[src/rtl/alu_seq_pkg.sv]
// alu_seq_pkg: opcode and FSM state encodings plus flag bit positions
// shared by alu_seq and its multiplier.
package alu_seq_pkg;

  typedef enum logic [3:0] {
    OP_ADD  = 4'h0,
    OP_SUB  = 4'h1,
    OP_SHL  = 4'h2,
    OP_SHR  = 4'h3,
    OP_CMP  = 4'h4,
    OP_AND  = 4'h5,
    OP_OR   = 4'h6,
    OP_XOR  = 4'h7,
    OP_NAND = 4'h8,
    OP_NOR  = 4'h9,
    OP_XNOR = 4'hA,
    OP_NOT  = 4'hB,
    OP_NEG  = 4'hC,
    OP_PASS = 4'hD,
    OP_MUL  = 4'hE,
    OP_SRA  = 4'hF
  } op_e;

  typedef enum logic [1:0] {
    S_IDLE = 2'd0,
    S_BUSY = 2'd1,
    S_DONE = 2'd2
  } state_e;

  localparam int unsigned FLG_W = 4;
  localparam int unsigned FLG_Z = 0;
  localparam int unsigned FLG_C = 1;
  localparam int unsigned FLG_N = 2;
  localparam int unsigned FLG_V = 3;

endpackage

[src/rtl/alu_seq_mul.sv]
// alu_seq_mul: iterative shift-add multiplier retiring one multiplier bit per
// cycle; the final sum is presented combinationally during the last busy cycle.
module alu_seq_mul #(
  parameter int unsigned WIDTH = 8
) (
  input  logic               clk_i,
  input  logic               rst_ni,
  input  logic               start_i,
  input  logic [WIDTH-1:0]   a_i,
  input  logic [WIDTH-1:0]   b_i,
  output logic               busy_o,
  output logic               done_c_o,
  output logic [2*WIDTH-1:0] product_c_o
);

  localparam int unsigned      CNT_W    = $clog2(WIDTH) + 1;
  localparam int unsigned      PW       = 2 * WIDTH;
  localparam logic [CNT_W-1:0] CNT_INIT = CNT_W'(WIDTH - 1);

  logic [PW-1:0]    acc_q, acc_d;
  logic [PW-1:0]    mcand_q, mcand_d;
  logic [PW-1:0]    step_c;
  logic [WIDTH-1:0] mplier_q, mplier_d;
  logic [CNT_W-1:0] cnt_q, cnt_d;
  logic             busy_q, busy_d;

  // Load on start, otherwise add the shifted multiplicand for each set bit.
  always_comb begin : mul_next
    acc_d    = acc_q;
    mcand_d  = mcand_q;
    mplier_d = mplier_q;
    cnt_d    = cnt_q;
    busy_d   = busy_q;
    step_c   = acc_q + (mplier_q[0] ? mcand_q : PW'(0));
    if (start_i) begin
      acc_d    = '0;
      mcand_d  = PW'(a_i);
      mplier_d = b_i;
      cnt_d    = CNT_INIT;
      busy_d   = 1'b1;
    end else if (busy_q) begin
      acc_d    = step_c;
      mcand_d  = {mcand_q[PW-2:0], 1'b0};
      mplier_d = {1'b0, mplier_q[WIDTH-1:1]};
      if (cnt_q == '0) begin
        busy_d = 1'b0;
      end else begin
        cnt_d = cnt_q - CNT_W'(1);
      end
    end
  end

  always_ff @(posedge clk_i or negedge rst_ni) begin : mul_regs
    if (!rst_ni) begin
      acc_q    <= '0;
      mcand_q  <= '0;
      mplier_q <= '0;
      cnt_q    <= '0;
      busy_q   <= 1'b0;
    end else begin
      acc_q    <= acc_d;
      mcand_q  <= mcand_d;
      mplier_q <= mplier_d;
      cnt_q    <= cnt_d;
      busy_q   <= busy_d;
    end
  end

  assign busy_o      = busy_q;
  assign done_c_o    = busy_q && (cnt_q == '0);
  assign product_c_o = step_c;

endmodule

[src/rtl/alu_seq.sv]
// alu_seq: valid/ready ALU with registered result and {V,N,C,Z} flags.
// Define ALU_SEQ_MUL_EN to build the iterative multiplier behind op E.
module alu_seq #(
  parameter int unsigned WIDTH = 8
) (
  input  logic             trigger,
  input  logic             rst_n,
  input  logic             in_valid,
  output logic             in_ready,
  input  logic [3:0]       op,
  input  logic [WIDTH-1:0] a,
  input  logic [WIDTH-1:0] b,
  output logic             out_valid,
  input  logic             out_ready,
  output logic [WIDTH-1:0] y,
  output logic [3:0]       flags
);

  import alu_seq_pkg::*;

  localparam logic [WIDTH-1:0] MIN_VAL = {1'b1, {(WIDTH-1){1'b0}}};
  localparam logic [WIDTH-1:0] ONES    = {WIDTH{1'b1}};

  state_e           state_q, state_d;
  logic [WIDTH-1:0] y_q, y_d;
  logic [FLG_W-1:0] flags_q, flags_d;

  logic [WIDTH:0]   sum_c, diff_c;
  logic [WIDTH-1:0] alu_y_c;
  logic             alu_cy_c, alu_ov_c;
  logic [FLG_W-1:0] alu_flags_c;
  logic             accept_c;

  // Single-cycle datapath, evaluated on the live inputs and captured at accept.
  always_comb begin : alu_datapath
    sum_c    = {1'b0, a} + {1'b0, b};
    diff_c   = {1'b0, a} - {1'b0, b};
    alu_y_c  = '0;
    alu_cy_c = 1'b0;
    alu_ov_c = 1'b0;
    case (op_e'(op))
      OP_ADD: begin
        alu_y_c  = sum_c[WIDTH-1:0];
        alu_cy_c = sum_c[WIDTH];
        alu_ov_c = (a[WIDTH-1] == b[WIDTH-1]) && (sum_c[WIDTH-1] != a[WIDTH-1]);
      end
      OP_SUB: begin
        alu_y_c  = diff_c[WIDTH-1:0];
        alu_cy_c = diff_c[WIDTH];
        alu_ov_c = (a[WIDTH-1] != b[WIDTH-1]) && (diff_c[WIDTH-1] != a[WIDTH-1]);
      end
      OP_SHL: begin
        alu_y_c  = {a[WIDTH-2:0], 1'b0};
        alu_cy_c = a[WIDTH-1];
      end
      OP_SHR: begin
        alu_y_c  = {1'b0, a[WIDTH-1:1]};
        alu_cy_c = a[0];
      end
      OP_CMP:  alu_y_c = (a == b) ? '0 : ((a > b) ? WIDTH'(1) : ONES);
      OP_AND:  alu_y_c = a & b;
      OP_OR:   alu_y_c = a | b;
      OP_XOR:  alu_y_c = a ^ b;
      OP_NAND: alu_y_c = ~(a & b);
      OP_NOR:  alu_y_c = ~(a | b);
      OP_XNOR: alu_y_c = ~(a ^ b);
      OP_NOT:  alu_y_c = ~a;
      OP_NEG: begin
        alu_y_c  = (~a) + WIDTH'(1);
        alu_ov_c = (a == MIN_VAL);
      end
      OP_PASS: alu_y_c = a;
      OP_MUL:  alu_y_c = '0;
      OP_SRA: begin
        alu_y_c  = {a[WIDTH-1], a[WIDTH-1:1]};
        alu_cy_c = a[0];
      end
      default: alu_y_c = '0;
    endcase
    alu_flags_c        = '0;
    alu_flags_c[FLG_Z] = (alu_y_c == '0);
    alu_flags_c[FLG_N] = alu_y_c[WIDTH-1];
    alu_flags_c[FLG_C] = alu_cy_c;
    alu_flags_c[FLG_V] = alu_ov_c;
  end

`ifdef ALU_SEQ_MUL_EN
  logic               mul_start_c;
  logic               mul_busy;
  logic               mul_done_c;
  logic [2*WIDTH-1:0] mul_prod_c;
  logic [FLG_W-1:0]   mul_flags_c;

  assign mul_start_c = accept_c && (op == OP_MUL);

  alu_seq_mul #(
    .WIDTH (WIDTH)
  ) u_mul (
    .clk_i       (trigger),
    .rst_ni      (rst_n),
    .start_i     (mul_start_c),
    .a_i         (a),
    .b_i         (b),
    .busy_o      (mul_busy),
    .done_c_o    (mul_done_c),
    .product_c_o (mul_prod_c)
  );

  // Carry reports a nonzero upper half of the full product.
  always_comb begin : mul_flag_gen
    mul_flags_c        = '0;
    mul_flags_c[FLG_Z] = (mul_prod_c[WIDTH-1:0] == '0);
    mul_flags_c[FLG_N] = mul_prod_c[WIDTH-1];
    mul_flags_c[FLG_C] = |mul_prod_c[2*WIDTH-1:WIDTH];
  end

  assign in_ready = rst_n && !mul_busy && ((state_q != S_DONE) || out_ready);
`else
  assign in_ready = rst_n && ((state_q != S_DONE) || out_ready);
`endif

  assign accept_c = in_valid && in_ready;

  // Next state: accepting in DONE overlaps the result hand-off with a new op.
  always_comb begin : fsm_next
    state_d = state_q;
    y_d     = y_q;
    flags_d = flags_q;
    case (state_q)
      S_IDLE, S_DONE: begin
        if (accept_c) begin
          state_d = S_DONE;
          y_d     = alu_y_c;
          flags_d = alu_flags_c;
`ifdef ALU_SEQ_MUL_EN
          if (op == OP_MUL) begin
            state_d = S_BUSY;
            y_d     = y_q;
            flags_d = flags_q;
          end
`endif
        end else if ((state_q == S_DONE) && out_ready) begin
          state_d = S_IDLE;
        end
      end
`ifdef ALU_SEQ_MUL_EN
      S_BUSY: begin
        if (mul_done_c) begin
          state_d = S_DONE;
          y_d     = mul_prod_c[WIDTH-1:0];
          flags_d = mul_flags_c;
        end
      end
`endif
      default: state_d = S_IDLE;
    endcase
  end

  always_ff @(posedge trigger or negedge rst_n) begin : fsm_regs
    if (!rst_n) begin
      state_q <= S_IDLE;
      y_q     <= '0;
      flags_q <= '0;
    end else begin
      state_q <= state_d;
      y_q     <= y_d;
      flags_q <= flags_d;
    end
  end

  assign out_valid = (state_q == S_DONE);
  assign y         = y_q;
  assign flags     = flags_q;

endmodule

[config.mk]
export PLATFORM = sky130hd
export DESIGN_NAME = alu_seq
export DESIGN_NICKNAME = d
export VERILOG_FILES = /design/src/rtl/alu_seq_pkg.sv /design/src/rtl/alu_seq_mul.sv /design/src/rtl/alu_seq.sv
export SDC_FILE = /design/constraint.sdc
export NUM_CORES = 1
export LEC_CHECK = 0
export ABC_AREA = 1
export CAP_MARGIN = 20
export CORE_MARGIN = 5
export CORE_UTILIZATION = 49
export CTS_BUF_LIST = sky130_fd_sc_hd__clkbuf_4
export DETAILED_ROUTE_END_ITERATION = 8
export DONT_BUFFER_PORTS = 1
export GPL_TIMING_DRIVEN = 1
export MAX_ROUTING_LAYER = met4
export PLACE_DENSITY = 0.72
export SETUP_SLACK_MARGIN = 0.02
export SLEW_MARGIN = 20
export SYNTH_ARGS = -nofsm -noshare
export SYNTH_HDL_FRONTEND = slang
export SYNTH_HIERARCHICAL = 1
export SYNTH_SLANG_ARGS = --single-unit
[constraint.sdc]
create_clock -name trigger -period 1.3 [get_ports trigger]
set_input_delay 0 -clock trigger [delete_from_list [all_inputs] [get_ports trigger]]
set_output_delay 0 -clock trigger [all_outputs]
set_load 0.02 [all_outputs]
**Word level (Yosys, flattened, before mapping)**

Index checks and enable logic that the tools add are counted.

- Add/subtract/negate cells: 3
- Magnitude comparators: 1
- Equality and inequality tests: 24
- Muxes and demuxes: 8
- Bitwise logic cells: 7
- Reductions and logical operators: 12

Operator list:

| cell | count |
|---|---|
| one-hot mux 8 bit (16 select lines) | 1 |
| == test 4 bit (second input constant) | 8 |
| inverter 8 bit | 4 |
| == test 4 x 3 -> 1 bit (second input constant) | 4 |
| two-way mux 8 bit | 2 |
| adder 8 x 8 -> 9 bit | 1 |
| subtractor 8 x 8 -> 9 bit | 1 |
| adder 8 x 1 -> 8 bit (second input constant) | 1 |
| AND 8 bit | 1 |
| == test 4 x 2 -> 1 bit (second input constant) | 2 |
| == test 8 bit | 1 |
| == test 8 bit (second input constant) | 1 |
| greater-than comparator 8 bit | 1 |
| logical NOT 8 bit | 1 |
| OR 8 bit | 1 |
| XOR 8 bit | 1 |
| two-way mux 2 bit | 3 |
| logical AND 1 bit | 5 |
| == test 4 x 1 -> 1 bit (second input constant) | 1 |
| logical NOT 4 bit | 1 |
| one-hot mux 1 bit (4 select lines) | 1 |
| OR reduction 2 bit | 2 |
| != test 1 bit | 3 |
| != test 3 bit (second input constant) | 1 |
| 7 further kinds | 7 |

- Bits in registers: 14
- Input bits: 24
- Output and inout port bits: 14
- Word-level logic and storage cells: 58

**Logic depth before layout (Yosys ltp)**

Gate-level depths: netlist of the first run.

- Word-level depth: 6
- Gate-level depth with buffers: 17

**Worst setup path after synthesis of the first run**

Ideal clock, no wire load.

- Path type: input to register
- Start: in a[7]
- End: reg flags_q[0] (netlist: flags[0])
- Library setup time: 0.066 ns
- Arrival time: 1.774 ns
- Setup slack: -0.539 ns
- Stages on the path: 14
- Cell sequence: clkbuf_1 > inv_1 > ha_1 > inv_1 > nand3_1 > o21ai_0 > nor2_1 > nand2_1 > inv_1 > nor2_1 > nand4_1 > nor2_1 > nand2_1 > nand2_1

- Word-level cells in the longest chain between the ends: 5

Ends and longest elaborated chain:

| item | line | source |
|---|---|---|
| start, declared | alu_seq.sv:11 | `input logic [WIDTH-1:0] a,` |
| greater-than comparator 8 bit | alu_seq.sv:60 | `OP_CMP: alu_y_c = (a == b) ? '0 : ((a > b) ? WIDTH'(1) : ONES);` |
| two-way mux 8 bit (2 in series) | alu_seq.sv:60 |  |
| one-hot mux 8 bit (16 select lines) * | alu_seq.sv:41 | `case (op_e'(op))` |
| logical NOT 8 bit * | alu_seq.sv:81 | `alu_flags_c[FLG_Z] = (alu_y_c == '0);` |
| end signal, assigned | alu_seq.sv:167 | `flags_q <= flags_d;` |
| end, declared | alu_seq.sv:26 | `logic [FLG_W-1:0] flags_q, flags_d;` |

Mark *: on every way between the ends. The rest lies on a longest branch, timed or not.
A chain may end at the register's enable or synchronous reset.

**Worst setup path after layout of the first run**

- Start: in a[0]
- End: reg flags_q[0] (netlist: flags[0])

Same word-level chain as after synthesis.

==> results.json, run 1 <==
{
  "slew_headroom_pct": 63.2,
  "worst_slew_pin_slew_ns": 0.550,
  "cts_sinks": 12,
  "antenna_left": 0,
  "vdd_drop_max_uv": 675,
  "synth_top_cell_by_area": "nand2_1",
  "powerDensity_nw_per_um2": 578,
  "finalHoldViolCount": 0,
  "initial_core_util_pct": 51.0,
  "synthesis.nets": 501,
  "clk_pin_slew_ns": 0.09,
  "port_buffers": 0,
  "cts_tree": "built",
  "violations": "setup timing",
  "gp_congestion": 1.08,
  "dp_hpwl_um": 7970,
  "root_buffer": "clkbuf_4",
  "met1_length_um": 4430,
  "grt_pass1_wl_um": 15700,
  "finalCriticalPeriod_ns": 1.44,
  "netlist_instances": 450,
  "synth_area_sq_um": 2440,
  "start_kind": "primary input",
  "cts-htree-levels": 1,
  "gr-usage-all-layers_pct": 32.0,
  "finalSetupViolCount": 8,
  "grt.overflow.total": 0,
  "cts_buffer_depth": 2,
  "instances_no_fill": 622,
  "wl_met2_um": 4660,
  "drt_iter0_markers": 404,
  "syn_avg_cell_area_sq_um": 5.43,
  "setup_ws_ns": -0.135,
  "grt_max_degree": 13,
  "rows": 25,
  "critPathRequiredTime_ns": 1.54,
  "max_freq_ghz": 0.697,
  "hp-class": "primary input to register",
  "ys_types": 27,
  "slew_viol_final": 0,
  "core_area_sq_um": 4790,
  "p_leak_nw": 1.91,
  "route.detailed.drc": 0,
  "syn_to_final_growth_pct": 49.1,
  "wl_um": 10700,
  "dr_wl_met3_um": 1020,
  "postPlaceCellArea_sq_um": 3360,
  "ys_seq_area_share_pct": 12.3,
  "dp_slack_ns": -0.493,
  "final_layout_size_suffix_gt1_share_pct": 32.6,
  "arrival_ns": 1.68,
  "vias_per_cell": 5.80,
  "outcome": "complete, but fails checks",
  "antenna_found_initial": 0,
  "ys_ff_latch": 12,
  "design_area_sq_um": 3640,
  "finalCritPeriodShare_pct": 110,
  "dieArea_sq_um": 6500,
  "antenna-diode-count": 0,
  "vias": 3606,
  "critPathKind": "primary input to register",
  "dr.pass1.iters": 5,
  "dp_cells": 605,
  "rsz0062_at_grt": "true",
  "numCtsBuffers": 3,
  "drt-wirelength-per-cell_um": 17.2,
  "final_nets": 607,
  "endpoint_kind": "register",
  "clk_latency_ns": 0.29,
  "yosys.area.top_type_share_pct": 24.4,
  "die_x_um": 80.6,
  "die_y_um": 80.6,
  "highest_layer": "met4",
  "yosys_warnings": 6,
  "synth.area.top_cells": "nand2_1 (24%), ha_1 (13%), dfrtp_1 (12%), nand3_1 (11%), nor2_1 (9.4%)",
  "maxCapViolations": 0,
  "fin_skew_ns": 0.0122,
  "crit_fanout": 3,
  "pin_count": 38,
  "grt_pass1_vias": 3228
}
-- cell families after synthesis --
kind of cell | Yosys count | synth area share, %
fa+ha+maj | 27 | 14.4
xor+xnor | 4 | 1.43
buf+inv | 66 | 10.8
simple gates | 298 | 51.1
compound gates | 43 | 9.94
flops | 12 | 12.3
-- synth_stat cells --
cell / number
nor3_1: 4
or2_2: 3
nand3b_1: 2
ha_1: 25
xnor2_1: 1
o211ai_1: 5
o32ai_1: 1
nor2_2: 1
buf_4: 1
o21ai_0: 19
o221ai_1: 1
o21a_1: 2
buf_2: 4
nand2_1: 159
fa_1: 2
a21oi_1: 14
nand4_1: 12
inv_1: 57
nor2_4: 1
dfrtp_1: 12
nor2_1: 61
clkbuf_1: 2
a21o_1: 1
inv_2: 1
nand3_1: 55
buf_6: 1
xor2_1: 3
-- state kept, by name, indices dropped and copies added (netlist names) --
register  flops
flags         4
y             7
state_q       1
-- routing by layer --
layer,GRT usage (%),vias up
met5,-,-
met4,10.1,0
met3,4.26,65
met2,50.8,233
met1,42.1,1649
li1,-,1659
-- metrics by stage --
step           setup TNS, ns  utilization, %  power [W]  hold WS (ns)
3_5_place_dp           -3.90            70.2    0.00166        -0.295
2_1_floorplan         -0.487               -    0.00122        -0.296
5_1_grt               -0.919            76.1    0.00223        0.0407
4_1_cts                    0            72.7    0.00196       0.00141
6_report              -0.426            76.1    0.00211       0.00988
3_3_place_gp           -3.69            70.2    0.00165        -0.295
-- layout by cell type, fill, tap and decap left out, drive strengths merged --
cell and n:
clkinv 1, inv 55, dlygate4sd3 2, a21o 1
fa 2, o211ai 5, clkbuf 3, nand4 12
or2 3, nor3 4, a21oi 14, xnor2 1
o21ai 19, o221ai 1, xor2 3, clkinvlp 3
nand3b 2, nor2 63, dfrtp 12, nand3 55
ha 25, o21a 2, o32ai 1, nand2 159
buf 107
-- cell type report --
class,count,area [sq um]
multi-input combinational,372,2150
fill,412,1140
timing repair buffer,109,843
sequential,12,302
inverter,58,241
tap,67,83.8
clock buffer,3,22.5
clock inverter,1,3.75
-- final timing paths --
kind	start	end	slack [ns]	depth (start not counted)
worst max register to register	state_q[1]$_DFFE_PN0P_	y[0]$_DFFE_PN0P_	-0.08	7
worst max-delay path	a[0]	flags[0]$_DFFE_PN0P_	-0.14	15
worst min register to register	y[6]$_DFFE_PN0P_	y[6]$_DFFE_PN0P_	0.63	2
worst min-delay path	a[7]	flags[3]$_DFFE_PN0P_	0.01	4
max in group asynchronous	rst_n	state_q[1]$_DFFE_PN0P_	0.79	1
min in group asynchronous	rst_n	y[6]$_DFFE_PN0P_	0.12	1
-- what timing repair did --
item / CTS / global route
endpoints found under the setup margin: 8 / 11
setup buffers: 3 / 8
hold endpoints to repair: 13 / 0
pin swaps: 6 / 25
gates resized for setup: 11 / 32
hold buffers: 2 / 0
-- where the power goes --
group | total (W) | internal [W] | switching (W)
clock network | 0.000258 | 0.000112 | 0.000146
registers | 0.000574 | 0.000437 | 0.000138
logic | 0.00127 | 0.000576 | 0.000697
total | 0.00211 | 0.00112 | 0.000981
-- critical path, stage by stage --
cell,delay [ns]
clkinvlp_4,0.13
ha_4,0.21
fa_2,0.35
inv_2,0.10
buf_4,0.11
nand2_1,0.06
nand3_1,0.09
nand4_1,0.07
nor2_1,0.09
nand3_1,0.10
nand2_1,0.11
nand3_1,0.08
nor2_1,0.08
nand2_1,0.06
nand2_1,0.05
No activity file was read; power rests on OpenSTA's default activity.
==> run 2: changes to the inputs <==
CORE_UTILIZATION = 30   (was 49)
PLACE_DENSITY = 0.52   (was 0.72)
clock period = 1.8 ns   (was 1.3 ns; I/O delays follow)
==> run 2 against run 1 <==
The flow now finishes without violations. Wire length decreased by 18%. Critical path type unchanged. Highest routed layer unchanged. Non-clock buffer count decreased by 63. Sequential share of layout area increased by 2.1 points. Via count decreased by 14%. Largest power group unchanged. Worst hold slack improved by 0.019 ns.
==> results.json, run 2 (synthesis gave the netlist of run 1 again) <==
{
  "hp-class": "primary input to register",
  "max_freq_ghz": 0.659,
  "root_buffer": "clkbuf_4",
  "crit_fanout": 3,
  "fin_setup_tns_ns": 0,
  "p_sw_share_pct": 46.4,
  "finalCritPeriodShare_pct": 84.3,
  "layout_common_cells": "nand2_1 (159), nor2_1 (60), inv_1 (57), nand3_1 (55), buf_4 (44)",
  "p_int_w": 0.000650,
  "worstHoldPathCells": 4,
  "cp_top_family": "simple AND/OR/NAND/NOR gates",
  "route.detailed.drc": 0,
  "design_area_sq_um": 2900,
  "finalCriticalPeriod_ns": 1.52,
  "gr-usage-all-layers_pct": 18.4,
  "clk_latency_ns": 0.27,
  "numCtsBuffers": 3,
  "path_buf_inv": 2,
  "start_kind": "primary input",
  "multi_input_area_sq_um": 1880,
  "core_area_sq_um": 8090,
  "fin_skew_ns": 0.00245,
  "antenna_found_initial": 0,
  "instances_no_fill": 596,
  "worst_slew_pin_slew_ns": 0.519,
  "rows": 33,
  "drt_iter0_markers": 297,
  "finalSetupViolCount": 0,
  "gp_congestion": 1.04,
  "cts_buffer_depth": 2,
  "grt.overflow.total": 0,
  "critPathKind": "primary input to register",
  "endpoint_kind": "register",
  "arrival_ns": 1.73,
  "final_layout_size_suffix_gt1_share_pct": 11.0,
  "r2r-end": "flags[0]$_DFFE_PN0P_",
  "cts_sinks": 12,
  "antenna_left": 0,
  "powerDensity_nw_per_um2": 418,
  "regToRegSetupSlack_ns": 0.46,
  "dieArea_sq_um": 10000,
  "fillers": 957,
  "pin_count": 38,
  "postPlaceCellArea_sq_um": 2860,
  "syn_to_final_growth_pct": 18.9,
  "slew_viol_final": 0,
  "grt_max_degree": 17,
  "largest_register_ffs": 7,
  "outcome": "finished clean",
  "cp_cell_sequence": "inv_1, ha_1, fa_1, inv_1, nand2_1, a21oi_1, nand2_1, nand2_1, nand2_1, nand3_1, nand3_1, nor2_1, nand2_1, nand2_1",
  "p_seq_share_pct": 33.9,
  "antenna-diode-count": 0,
  "slowest_stage": "fa_1",
  "hp-start": "a[7]",
  "dp_cells": 591,
  "maxCapViolations": 0,
  "r2r_start": "state_q[1]$_DFFE_PN0P_",
  "holdPathEnd": "flags[1]$_DFFE_PN0P_",
  "final_nets": 544,
  "cts_tree": "built",
  "p_comb_share_pct": 53.0,
  "layout_commonest_cell": "nand2_1",
  "critPathRequiredTime_ns": 2.01,
  "initial_core_util_pct": 30.2,
  "die_y_um": 100,
  "dp_hpwl_um": 7480,
  "p_sw_w": 0.000563,
  "drt-wirelength-per-cell_um": 14.7,
  "die_x_um": 100,
  "grt_pass1_vias": 2967,
  "rsz0062_at_grt": "false",
  "pwr-share-clk_pct": 13.1,
  "wl_um": 8770,
  "crit_path_frequent_cell": "nand2_1",
  "p_leak_nw": 1.59,
  "vias_per_cell": 5.18,
  "finalHoldViolCount": 0,
  "cts-htree-levels": 1,
  "vias": 3086,
  "critical_path.max_stage_delay_ns": 0.40,
  "r2r_cells": 10,
  "dr.pass1.iters": 5,
  "slew_headroom_pct": 65.3,
  "vdd_drop_max_uv": 201,
  "port_buffers": 0,
  "ff_latch_area_sq_um": 300,
  "grt_pass1_wl_um": 14600,
  "clk_pin_slew_ns": 0.07
}
## run 2: layer usage
layer | vias to the layer above | track usage, % | share of wire (%)
met1 | 1395 | 23.1 | 43
met2 | 137 | 29.5 | 45
met4 | 0 | 7.25 | 4.4
li1 | 1524 | - | -
met5 | - | - | 0
met3 | 30 | 3.13 | 7.2
## run 2: layout make-up
class / count / share of cell area (%)
repair buffers: 46 / 12.1
clock buffers: 3 / 0.776
flip-flops and latches: 12 / 10.3
well taps: 105 / 4.53
inverters: 58 / 7.50
multi-input cells: 372 / 64.8
## run 2: power by group through the flow
stage	sequential [W]	clock, W	combinational, W
after floorplan	0.000403	0	0.000412
after global placement	0.000418	0	0.000627
after detailed placement	0.000418	0	0.000626
after CTS	0.000413	0.000163	0.000638
after global routing	0.000417	0.000183	0.000732
final	0.000411	0.000158	0.000643
## run 2: how the worst max path moves through the flow
stage / startpoint / end / cells past startpoint
3_3_place_gp: a[0] / flags[0]$_DFFE_PN0P_ / 14
2_1_floorplan: a[7] / flags[0]$_DFFE_PN0P_ / 14
4_1_cts: a[5] / flags[0]$_DFFE_PN0P_ / 13
5_1_grt: a[5] / flags[0]$_DFFE_PN0P_ / 13
6_report: a[0] / flags[0]$_DFFE_PN0P_ / 14
3_5_place_dp: a[5] / flags[0]$_DFFE_PN0P_ / 13
## run 2: metrics by stage
stage                     setup slack, ns  total power (W)  hold WS, ns  utilization, %
final                               0.282          0.00121       0.0285            35.9
after global routing               0.0542          0.00133       0.0518            35.9
after CTS                           0.279          0.00121       0.0347            35.8
after detailed placement          0.00240          0.00104       -0.295            35.3
after global placement             0.0171          0.00105       -0.295            35.3
after floorplan                    0.0755         0.000815       -0.296               -
## run 2: repair_timing
| item | 4_1_cts | 5_1_grt |
|---|---|---|
| setup endpoints to repair | 0 | 1 |
| hold endpoints to repair | 13 | 0 |
| resized for setup | 0 | 2 |
| hold buffers | 2 | 0 |
| setup buffers | 0 | 0 |
## run 2: worst min-delay path, delay by kind of cell
family             cells  cell delay (ns)
AOI/OAI and AO/OA      1             0.06
and+or+nand+nor        3             0.21
